**src/rtl/exu_pkg.sv**
```systemverilog
// Shared execution-unit definitions: RV M-extension op-codes and the
// multiply/divide sequencer states, used by the decoder and by exu_muldiv.
package exu_pkg;

  typedef enum logic [1:0] {
    ST_IDLE = 2'd0,
    ST_CALC = 2'd1,
    ST_DONE = 2'd2
  } state_e;

  typedef enum logic [2:0] {
    OP_MUL    = 3'b000,
    OP_MULH   = 3'b001,
    OP_MULHSU = 3'b010,
    OP_MULHU  = 3'b011,
    OP_DIV    = 3'b100,
    OP_DIVU   = 3'b101,
    OP_REM    = 3'b110,
    OP_REMU   = 3'b111
  } op_e;

  // The upper funct3 bit separates the divide family from the multiply family.
  function automatic logic opIsDiv(input op_e opCode);
    return opCode[2];
  endfunction

endpackage

```
**src/rtl/exu_muldiv.sv**
```systemverilog
// Iterative RV M-extension multiply/divide unit. Signed operations iterate on
// magnitudes (radix-2 shift-add or restoring division, one bit per cycle) and
// fix the sign when the result is latched. Divide-by-zero and signed overflow
// are resolved at acceptance without iterating.
module exu_muldiv
  import exu_pkg::*;
#(
  parameter int XLEN = 32,
  parameter int OP_W = 3
) (
  input  logic            clk,
  input  logic            rst,
  input  logic            in_valid,
  output logic            in_ready,
  input  logic [OP_W-1:0] op,
  input  logic [XLEN-1:0] rs1_data,
  input  logic [XLEN-1:0] rs2_data,
  input  logic            flush,
  output logic            out_valid,
  input  logic            out_ready,
  output logic [XLEN-1:0] result,
  output logic            busy
);

  localparam int CNT_W = $clog2(XLEN) + 1;

  state_e            r_state;
  state_e            w_nextState;
  op_e               r_op;
  logic              r_negRes;
  logic [XLEN-1:0]   r_opB;
  logic [XLEN-1:0]   r_hi;
  logic [XLEN-1:0]   r_lo;
  logic [CNT_W-1:0]  r_count;
  logic [XLEN-1:0]   r_result;

  op_e               w_opIn;
  logic              w_accept;
  logic              w_signA;
  logic              w_signB;
  logic [XLEN-1:0]   w_magA;
  logic [XLEN-1:0]   w_magB;
  logic              w_divZero;
  logic              w_divOvf;
  logic              w_special;
  logic [XLEN-1:0]   w_specialResult;
  logic              w_lastStep;

  logic [XLEN:0]     w_mulSum;
  logic [XLEN:0]     w_remShift;
  logic              w_divFits;
  logic [XLEN-1:0]   w_stepHi;
  logic [XLEN-1:0]   w_stepLo;
  logic [2*XLEN-1:0] w_prodRaw;
  logic [2*XLEN-1:0] w_prodFix;
  logic [XLEN-1:0]   w_quoFix;
  logic [XLEN-1:0]   w_remFix;
  logic [XLEN-1:0]   w_finalResult;

  assign w_opIn     = op_e'(op[2:0]);
  assign w_accept   = (r_state == ST_IDLE) && in_valid && !flush;
  assign w_lastStep = (r_count == CNT_W'(XLEN - 1));

  assign in_ready  = (r_state == ST_IDLE);
  assign out_valid = (r_state == ST_DONE);
  assign busy      = (r_state != ST_IDLE);
  assign result    = r_result;

  // Decode operand signedness, magnitudes and the no-iteration corner cases of an incoming request.
  always_comb begin
    w_signA = 1'b0;
    w_signB = 1'b0;
    unique case (w_opIn)
      OP_MULH, OP_DIV, OP_REM: begin
        w_signA = rs1_data[XLEN-1];
        w_signB = rs2_data[XLEN-1];
      end
      OP_MULHSU: w_signA = rs1_data[XLEN-1];
      default: ;
    endcase
    w_magA    = w_signA ? -rs1_data : rs1_data;
    w_magB    = w_signB ? -rs2_data : rs2_data;
    w_divZero = opIsDiv(w_opIn) && (rs2_data == '0);
    w_divOvf  = ((w_opIn == OP_DIV) || (w_opIn == OP_REM)) &&
                (rs1_data == {1'b1, {(XLEN-1){1'b0}}}) && (rs2_data == '1);
    w_special = w_divZero || w_divOvf;
    if (w_divZero) begin
      w_specialResult = ((w_opIn == OP_DIV) || (w_opIn == OP_DIVU)) ? '1 : rs1_data;
    end else begin
      w_specialResult = (w_opIn == OP_DIV) ? rs1_data : '0;
    end
  end

  // One radix-2 step: shift-add for multiply, restore-compare-subtract for divide.
  always_comb begin
    w_mulSum   = {1'b0, r_hi} + (r_lo[0] ? {1'b0, r_opB} : {(XLEN+1){1'b0}});
    w_remShift = {r_hi, r_lo[XLEN-1]};
    w_divFits  = (w_remShift >= {1'b0, r_opB});
    if (opIsDiv(r_op)) begin
      w_stepHi = w_divFits ? (w_remShift[XLEN-1:0] - r_opB) : w_remShift[XLEN-1:0];
      w_stepLo = {r_lo[XLEN-2:0], w_divFits};
    end else begin
      w_stepHi = w_mulSum[XLEN:1];
      w_stepLo = {w_mulSum[0], r_lo[XLEN-1:1]};
    end
  end

  // Apply sign correction to the final step's values and pick the architectural result.
  always_comb begin
    w_prodRaw = {w_stepHi, w_stepLo};
    w_prodFix = r_negRes ? -w_prodRaw : w_prodRaw;
    w_quoFix  = r_negRes ? -w_stepLo : w_stepLo;
    w_remFix  = r_negRes ? -w_stepHi : w_stepHi;
    w_finalResult = w_remFix;
    unique case (r_op)
      OP_MUL:                       w_finalResult = w_prodFix[XLEN-1:0];
      OP_MULH, OP_MULHSU, OP_MULHU: w_finalResult = w_prodFix[2*XLEN-1:XLEN];
      OP_DIV, OP_DIVU:              w_finalResult = w_quoFix;
      default:                      w_finalResult = w_remFix;
    endcase
  end

  // Sequencer next state; flush overrides every other transition.
  always_comb begin
    w_nextState = r_state;
    unique case (r_state)
      ST_IDLE: if (w_accept) w_nextState = w_special ? ST_DONE : ST_CALC;
      ST_CALC: if (w_lastStep) w_nextState = ST_DONE;
      ST_DONE: if (out_ready) w_nextState = ST_IDLE;
      default: w_nextState = ST_IDLE;
    endcase
    if (flush) w_nextState = ST_IDLE;
  end

  // Sequencer state register.
  always_ff @(posedge clk or negedge rst) begin
    if (!rst) r_state <= ST_IDLE;
    else      r_state <= w_nextState;
  end

  // Datapath: capture on acceptance, iterate in CALC, hold the result in DONE, clear it when it leaves.
  always_ff @(posedge clk or negedge rst) begin
    if (!rst) begin
      r_op     <= OP_MUL;
      r_negRes <= 1'b0;
      r_opB    <= '0;
      r_hi     <= '0;
      r_lo     <= '0;
      r_count  <= '0;
      r_result <= '0;
    end else if (flush) begin
      r_count  <= '0;
      r_result <= '0;
    end else begin
      unique case (r_state)
        ST_IDLE: begin
          if (w_accept) begin
            r_op     <= w_opIn;
            r_count  <= '0;
            r_hi     <= '0;
            r_negRes <= ((w_opIn == OP_REM) || (w_opIn == OP_REMU)) ? w_signA : (w_signA ^ w_signB);
            if (opIsDiv(w_opIn)) begin
              r_opB <= w_magB;
              r_lo  <= w_magA;
            end else begin
              r_opB <= w_magA;
              r_lo  <= w_magB;
            end
            if (w_special) r_result <= w_specialResult;
          end
        end
        ST_CALC: begin
          r_hi    <= w_stepHi;
          r_lo    <= w_stepLo;
          r_count <= r_count + CNT_W'(1);
          if (w_lastStep) r_result <= w_finalResult;
        end
        ST_DONE: begin
          if (out_ready) r_result <= '0;
        end
        default: r_result <= '0;
      endcase
    end
  end

endmodule

```
**config.mk**
```make
export PLATFORM = sky130hd
export DESIGN_NAME = exu_muldiv
export DESIGN_NICKNAME = d
export VERILOG_FILES = /design/src/rtl/exu_pkg.sv /design/src/rtl/exu_muldiv.sv
export SDC_FILE = /design/constraint.sdc
export NUM_CORES = 1
export LEC_CHECK = 0
export ABC_CLOCK_PERIOD_IN_PS = 7700
export BUFFER_PORTS_ARGS = -buffer_cell sky130_fd_sc_hd__clkbuf_2
export CORE_MARGIN = 3
export CORE_UTILIZATION = 50
export CTS_CLUSTER_DIAMETER = 40
export CTS_CLUSTER_SIZE = 28
export DETAILED_ROUTE_END_ITERATION = 8
export PLACE_DENSITY = 0.68
export SETUP_SLACK_MARGIN = 0.1
export SYNTH_ARGS = -nofsm -noshare
export SYNTH_HDL_FRONTEND = slang
export SYNTH_SLANG_ARGS = --single-unit
```
**constraint.sdc**
```tcl
create_clock -name clk -period 7.7 [get_ports clk]
set_input_delay 0 -clock clk [delete_from_list [all_inputs] [get_ports clk]]
set_output_delay 0 -clock clk [all_outputs]
set_load 0.02 [all_outputs]
```
# After elaboration in Yosys (flattened, before gate mapping)
# Index checks and enable logic that the tools add are counted.
[totals] regBits=140 latch_bits=0 ramBits=0 mem_bits_ro=0 inputBits=72 out_inout_bits=35 mem_count=0
[op_classes] n_addsub=8 multipliers=0 div=0 magnitude_cmp=1 eq_ne=21 shifts=0 n_mux=37 bitwise_logic=2 reduce_logical=25
[op_table] op="$mux W32" count=20
[op_table] op="$pmux W32 S3" count=2
[op_table] op="$neg A32 Y32" count=4
[op_table] op="$pmux W32 S2" count=2
[op_table] op="$eq A32 B32 Y1 const B" count=2
[op_table] op="$mux W64" count=1
[op_table] op="$neg A64 Y64" count=1
[op_table] op="$add A32 B32 Y33" count=1
[op_table] op="$ge A33 B32 Y1" count=1
[op_table] op="$logic_not A32 Y1" count=1
[op_table] op="$sub A32 B32 Y32" count=1
[op_table] op="$eq A3 B3 Y1 const B" count=6
[op_table] op="$mux W6" count=2
[op_table] op="$pmux W6 S2" count=1
[op_table] op="$mux W2" count=5
[op_table] op="$eq A3 B2 Y1 const B" count=3
[op_table] op="$reduce_and A3 Y1" count=3
[op_table] op="$add A6 B1 Y6 const B" count=1
[op_table] op="$eq A3 B1 Y1 const B" count=2
[op_table] op="$eq A6 B5 Y1 const B" count=1
[op_table] op="$ne A3 B1 Y1 const B" count=2
[op_table] op="$pmux W2 S3" count=1
[op_table] op="$reduce_or A3 Y1" count=2
[op_table] op="$logic_and A1 B1 Y1" count=5
[op_table] op="other kinds (18)" count=24

# Longest topological paths before layout
[logic_depth] depth_word=9 mapped_depth=26 ltp_nobuf=22

# Least setup slack after synthesis
# OpenSTA, ideal clock, no wires.
[synth_timing] path_kind="register -> register" from="register r_op[2]" to="register r_result[4] (netlist: result[4])" setup_ns=0.121 t_arrival_ns=5.370 t_required_ns=7.579 path_slack_ns=2.209 stages_incl_launch_ff=25 period_less_slack_ns=5.491 cell_sequence="dfrtp_1 buf_2 buf_2 buf_2 buf_2 buf_2 buf_1 clkbuf_1 clkbuf_1 buf_1 nand2_1 o21ai_0 ha_1 o211ai_1 nand2b_1 nor4_1 nand4_1 or2_2 and2_1 clkbuf_1 nand2_1 a21oi_1 a2111oi_0 o22ai_1 a22o_1"
[synth_via] elab_chain_cells=7 elab_cells_between_ends=20 cone_classes="add/sub: 3; eq/ne: 5; mux: 9; reduce/logical: 3"
[synth_lines] element="from (decl)" line_no="exu_muldiv.sv:29" source="op_e r_op;"
[synth_lines] element="from (signal assigned)" line_no="exu_muldiv.sv:158" source="r_op <= w_opIn;"
[synth_lines] element="$mux W32" line_no="exu_muldiv.sv:99" source="if (opIsDiv(r_op)) begin"
[synth_lines] element="$neg A64 Y64, or another cell as far along" line_no="exu_muldiv.sv:111" source="w_prodFix = r_negRes ? -w_prodRaw : w_prodRaw;"
[synth_lines] element="$mux W64, or another cell as far along" line_no="exu_muldiv.sv:111"
[synth_lines] element="$pmux W32 S3 (*)" line_no="exu_muldiv.sv:115" source="unique case (r_op)"
[synth_lines] element="$mux W32 (*)" line_no="exu_muldiv.sv:176" source="if (w_lastStep) r_result <= w_finalResult;"
[synth_lines] element="$pmux W32 S3 (*)" line_no="exu_muldiv.sv:155" source="unique case (r_state)"
[synth_lines] element="$mux W32 (*)" line_no="exu_muldiv.sv:151" source="end else if (flush) begin"
[synth_lines] element="to (signal assigned)" line_no="exu_muldiv.sv:169" source="if (w_special) r_result <= w_specialResult;"
[synth_lines] element="to (signal assigned)" line_no="exu_muldiv.sv:176"
[synth_lines] element="to (decl)" line_no="exu_muldiv.sv:35" source="logic [XLEN-1:0] r_result;"
# Every way passes the cells marked *; elsewhere a longest branch is shown, timed or not. The select of a mux whose other input is x is not followed.
# A chain may end at the register's enable or synchronous reset.

# Final worst setup path
[layout_timing] from="register r_hi[29]" to="register r_result[4] (netlist: result[4])"
[layout_via] elab_chain_cells=9 elab_cells_between_ends=14 cone_classes="add/sub: 3; order compare: 1; mux: 10"
[layout_lines] element="from (decl)" line_no="exu_muldiv.sv:32" source="logic [XLEN-1:0] r_hi;"
[layout_lines] element="from (signal assigned)" line_no="exu_muldiv.sv:173" source="r_hi <= w_stepHi;"
[layout_lines] element="$ge A33 B32 Y1 (*)" line_no="exu_muldiv.sv:98" source="w_divFits = (w_remShift >= {1'b0, r_opB});"
[layout_lines] element="$mux W32" line_no="exu_muldiv.sv:100" source="w_stepHi = w_divFits ? (w_remShift[XLEN-1:0] - r_opB) : w_remShift[XLEN-1:0];"
[layout_lines] element="$mux W32" line_no="exu_muldiv.sv:99"
[layout_lines] element="$neg A64 Y64 or $neg A32 Y32 (tied branches)" line_no="exu_muldiv.sv:111, exu_muldiv.sv:113"
[layout_lines] element="$mux W64 or $mux W32 (tied branches)" line_no="exu_muldiv.sv:111, exu_muldiv.sv:113"
[layout_lines] element="$pmux W32 S3 (*)" line_no="exu_muldiv.sv:115"
[layout_lines] element="$mux W32 (*)" line_no="exu_muldiv.sv:176"
[layout_lines] element="$pmux W32 S3 (*)" line_no="exu_muldiv.sv:155"
[layout_lines] element="$mux W32 (*)" line_no="exu_muldiv.sv:151"
# Marked as above.

==> impl_metrics.toml <==
[status]
outcome = "complete, no violations"

[clock_tree]
cts_tree = "built"
ctsHtreeMaxLevel = 4
clock_latency_ps = 450
root_buffer = "clkbuf_16"
clock_path_buffers = 2
cts_resized = 0
cts.sinks = 140
cts.clk_slew.worst_paths_ps = 70
cts_buffers = 17
cts_setup_buffers = 0

[logic_synthesis]
ys_seq_area_frac = 0.218
synth_nets = 2358
yosysTopAreaCell = "dfrtp_1"
synth_simple_gate_area_frac = 0.241
yosysTopAreaCellShare = 0.218
synthXorXnorAreaFrac = 0.0896
synth_edf_count = 0
synth_cell_types = 95
synthFlopType = "dfrtp_1"
synthAdderAreaFrac = 0.0571
synthTopCellsByArea = "dfrtp_1 (22%), o21ai_0 (7.2%), a21oi_1 (6.6%)"
synth_area_mm2 = 0.0160
synth_compound_area_frac = 0.300
synth_mux_area_frac = 0.0393
synth_top_family_by_area = "compound AO/OA/AOI/OAI gates"
async_reset_ff_frac = 1.00
synth-seq-cells = 140
syn-mean-instance-area_um2 = 7.24
synthCells = 2214
yosysWarnings = 0

[run]
cap_violations = 0

[floorplan]
io_pins = 107
coreArea_mm2 = 0.0311
initial_utilization = 0.516
fp-row-count = 64
dieArea_mm2 = 0.0343
fp.dieW_um = 185
die_y_um = 185

[grt]
grt_antenna_before_repair = 4
globalRouteTotalUtil = 0.375
grt_pass1_vias = 16000
grt_max_degree = 90
gr-total-overflow = 0
grt_pass1_wl_mm = 98.1

[finish]
fin_nets = 2372
final_area_mm2 = 0.0174
drive_gt1_frac = 0.0977
final_util = 0.559
area_delta_synth_final_pct = 8.36

[critical_path]
required_ps = 8050
start_kind = "register"
worstPathArrival_ps = 6520
cp_max_fo = 18
end_kind = "register"
worst-setup-path-type = "reg2reg"

[route]
first_pass_iters = 6
avgRoutedWirePerCell_um = 24.7
drc = 0
drtIter0Drc = 2238
ant_nets = 0
avgViaCountPerCell = 6.69
wl_mm = 65.2
vias = 17600

[sta]
tns_ps = 0
rsz0062_at_grt = "false"
hold_viol = 0
setup_viol = 0
slew_headroom = 0.234
hold_slack_ps = 22.3
fmax_mhz = 162
drv_slew = 0
clock_skew_ps = 18.9
period_minus_slack_ps = 6170
fin_crit_sh = 0.801
worst_pin_slew_ps = 1150

[power_and_ir_drop]
power_density_mw_per_mm2 = 529
p_switching_mw = 5.33
power.leakage_nw = 7.32
p_comb_frac = 0.747
ir_worst_vdd_uv = 257
switching_share = 0.580
seqPwrFrac = 0.157
p_clk_frac = 0.096
p_int_mw = 3.86

[place]
dpl.hpwl_mm = 50.7
place.gp.congestion = 0.982
port-buffer-count = 106
place_area_mm2 = 0.0167

[hold_path]
min_path_type = "in2reg"
synth_stat cells, types with 39 or more instances:
cell and n:
clkbuf_1 99, nand4_1 39, o21ai_0 232, nor3_1 52, dfrtp_1 140, a21oi_1 212, nand2_1 276, and2_1 47
mux2i_1 55, nor2_1 200, xnor2_1 84, inv_1 68, ha_1 70, xor2_1 80
metrics by stage:
stage / total power [mW] / instances / setup WS (ps)
after global placement: 7.99 / 2597 / 1790
after CTS: 8.97 / 2637 / 1730
final: 9.20 / 2639 / 1530
after global routing: 9.72 / 2637 / 1290
after floorplan: 6.08 / 2214 / 2210
after detailed placement: 8.05 / 2597 / 1760
worst max-delay path, stage by stage, from the launching register on:
cell and delay [ps]:
dfrtp_1 420, ha_1 370, a21o_1 210, a211oi_1 590, a22oi_2 360, nor2_2 210, buf_4 260, nand2_1 80
o21ai_0 240, ha_1 310, o211ai_1 140, nand2b_1 280, nor4_1 660, nand4_1 220, or2_2 390, and2_1 310
nand2_1 140, a21oi_1 80, a2111oi_0 360, o22ai_1 180, a22o_1 230
layer usage:
layer	routed length [um]	up-vias	part of all wire	GRT usage
li1	-	8089	-	-
met1	27900	8461	0.43	0.526
met2	27400	956	0.42	0.553
met3	7230	132	0.11	0.0978
met4	2670	8	0.041	0.145
met5	64	-	0.00098	0
power by group through the flow:
stage / clock (mW) / combinational (mW) / sequential [mW]
detailed placement: 0 / 6.62 / 1.44
global route: 0.908 / 7.34 / 1.48
floorplan: 0 / 4.75 / 1.33
CTS: 0.884 / 6.67 / 1.42
global placement: 0 / 6.57 / 1.42
finish: 0.882 / 6.87 / 1.44
area by class of cell:
cell class | count | area [um^2]
antenna | 2 | 5.00
clock buffer | 19 | 443
clock inverter | 13 | 155
fill | 3099 | 13700
inverter | 68 | 255
multi-input combinational | 1860 | 11700
sequential | 140 | 3510
tap | 396 | 495
timing repair buffer | 141 | 822
logic make-up (layout without fill, tap and decap cells):
| group | Yosys count | count (layout) |
|---|---|---|
| other cells | 0 | 2 |
| flops | 140 | 140 |
| mux | 62 | 62 |
| xor+xnor | 164 | 164 |
| buf+inv | 214 | 241 |
| fa+ha+maj | 72 | 72 |
| simple gates | 800 | 800 |
| compound gates | 762 | 762 |
what timing repair did:
| item | CTS | global route |
|---|---|---|
| hold buffers | 8 | 0 |
| setup endpoints to repair | 0 | 0 |
| endpoints found under the hold margin | 95 | 0 |
path summary, 6_finish.rpt:
| path | depth (start not counted) | startpoint | to | slack, ps |
|---|---|---|---|---|
| setup / recovery | 20 | r_hi[29] | result[4] | 1530 |
| setup reg to reg | 20 | r_hi[29] | result[4] | 1530 |
| min in group asynchronous | 2 | rst | r_hi[21] | 200 |
| max in group asynchronous | 3 | rst | r_lo[21] | 6220 |
| hold / removal | 4 | rs2_data[2] | r_opB[2] | 20 |
| hold reg to reg | 1 | r_count[5] | r_count[5] | 490 |
placed cells by master, fill, tap and decap left out, types with 32 or more instances in the layout:
cell and n:
a21o_1 32, a21oi_1 211, and2_1 47, clkbuf_2 104, dfrtp_1 138, ha_1 70, inv_1 68, mux2i_1 55
nand2_1 276, nand3_1 32, nand4_1 39, nor2_1 200, nor3_1 51, o21ai_0 232, xnor2_1 84, xor2_1 80
sequential cells by signal, summed over array words and instances (netlist names):
register / count
r_op: 3
r_negRes: 1
result: 32
r_lo: 32
r_count: 6
r_opB: 32
r_state: 2
r_hi: 32
(Power assumes the default switching activity.)
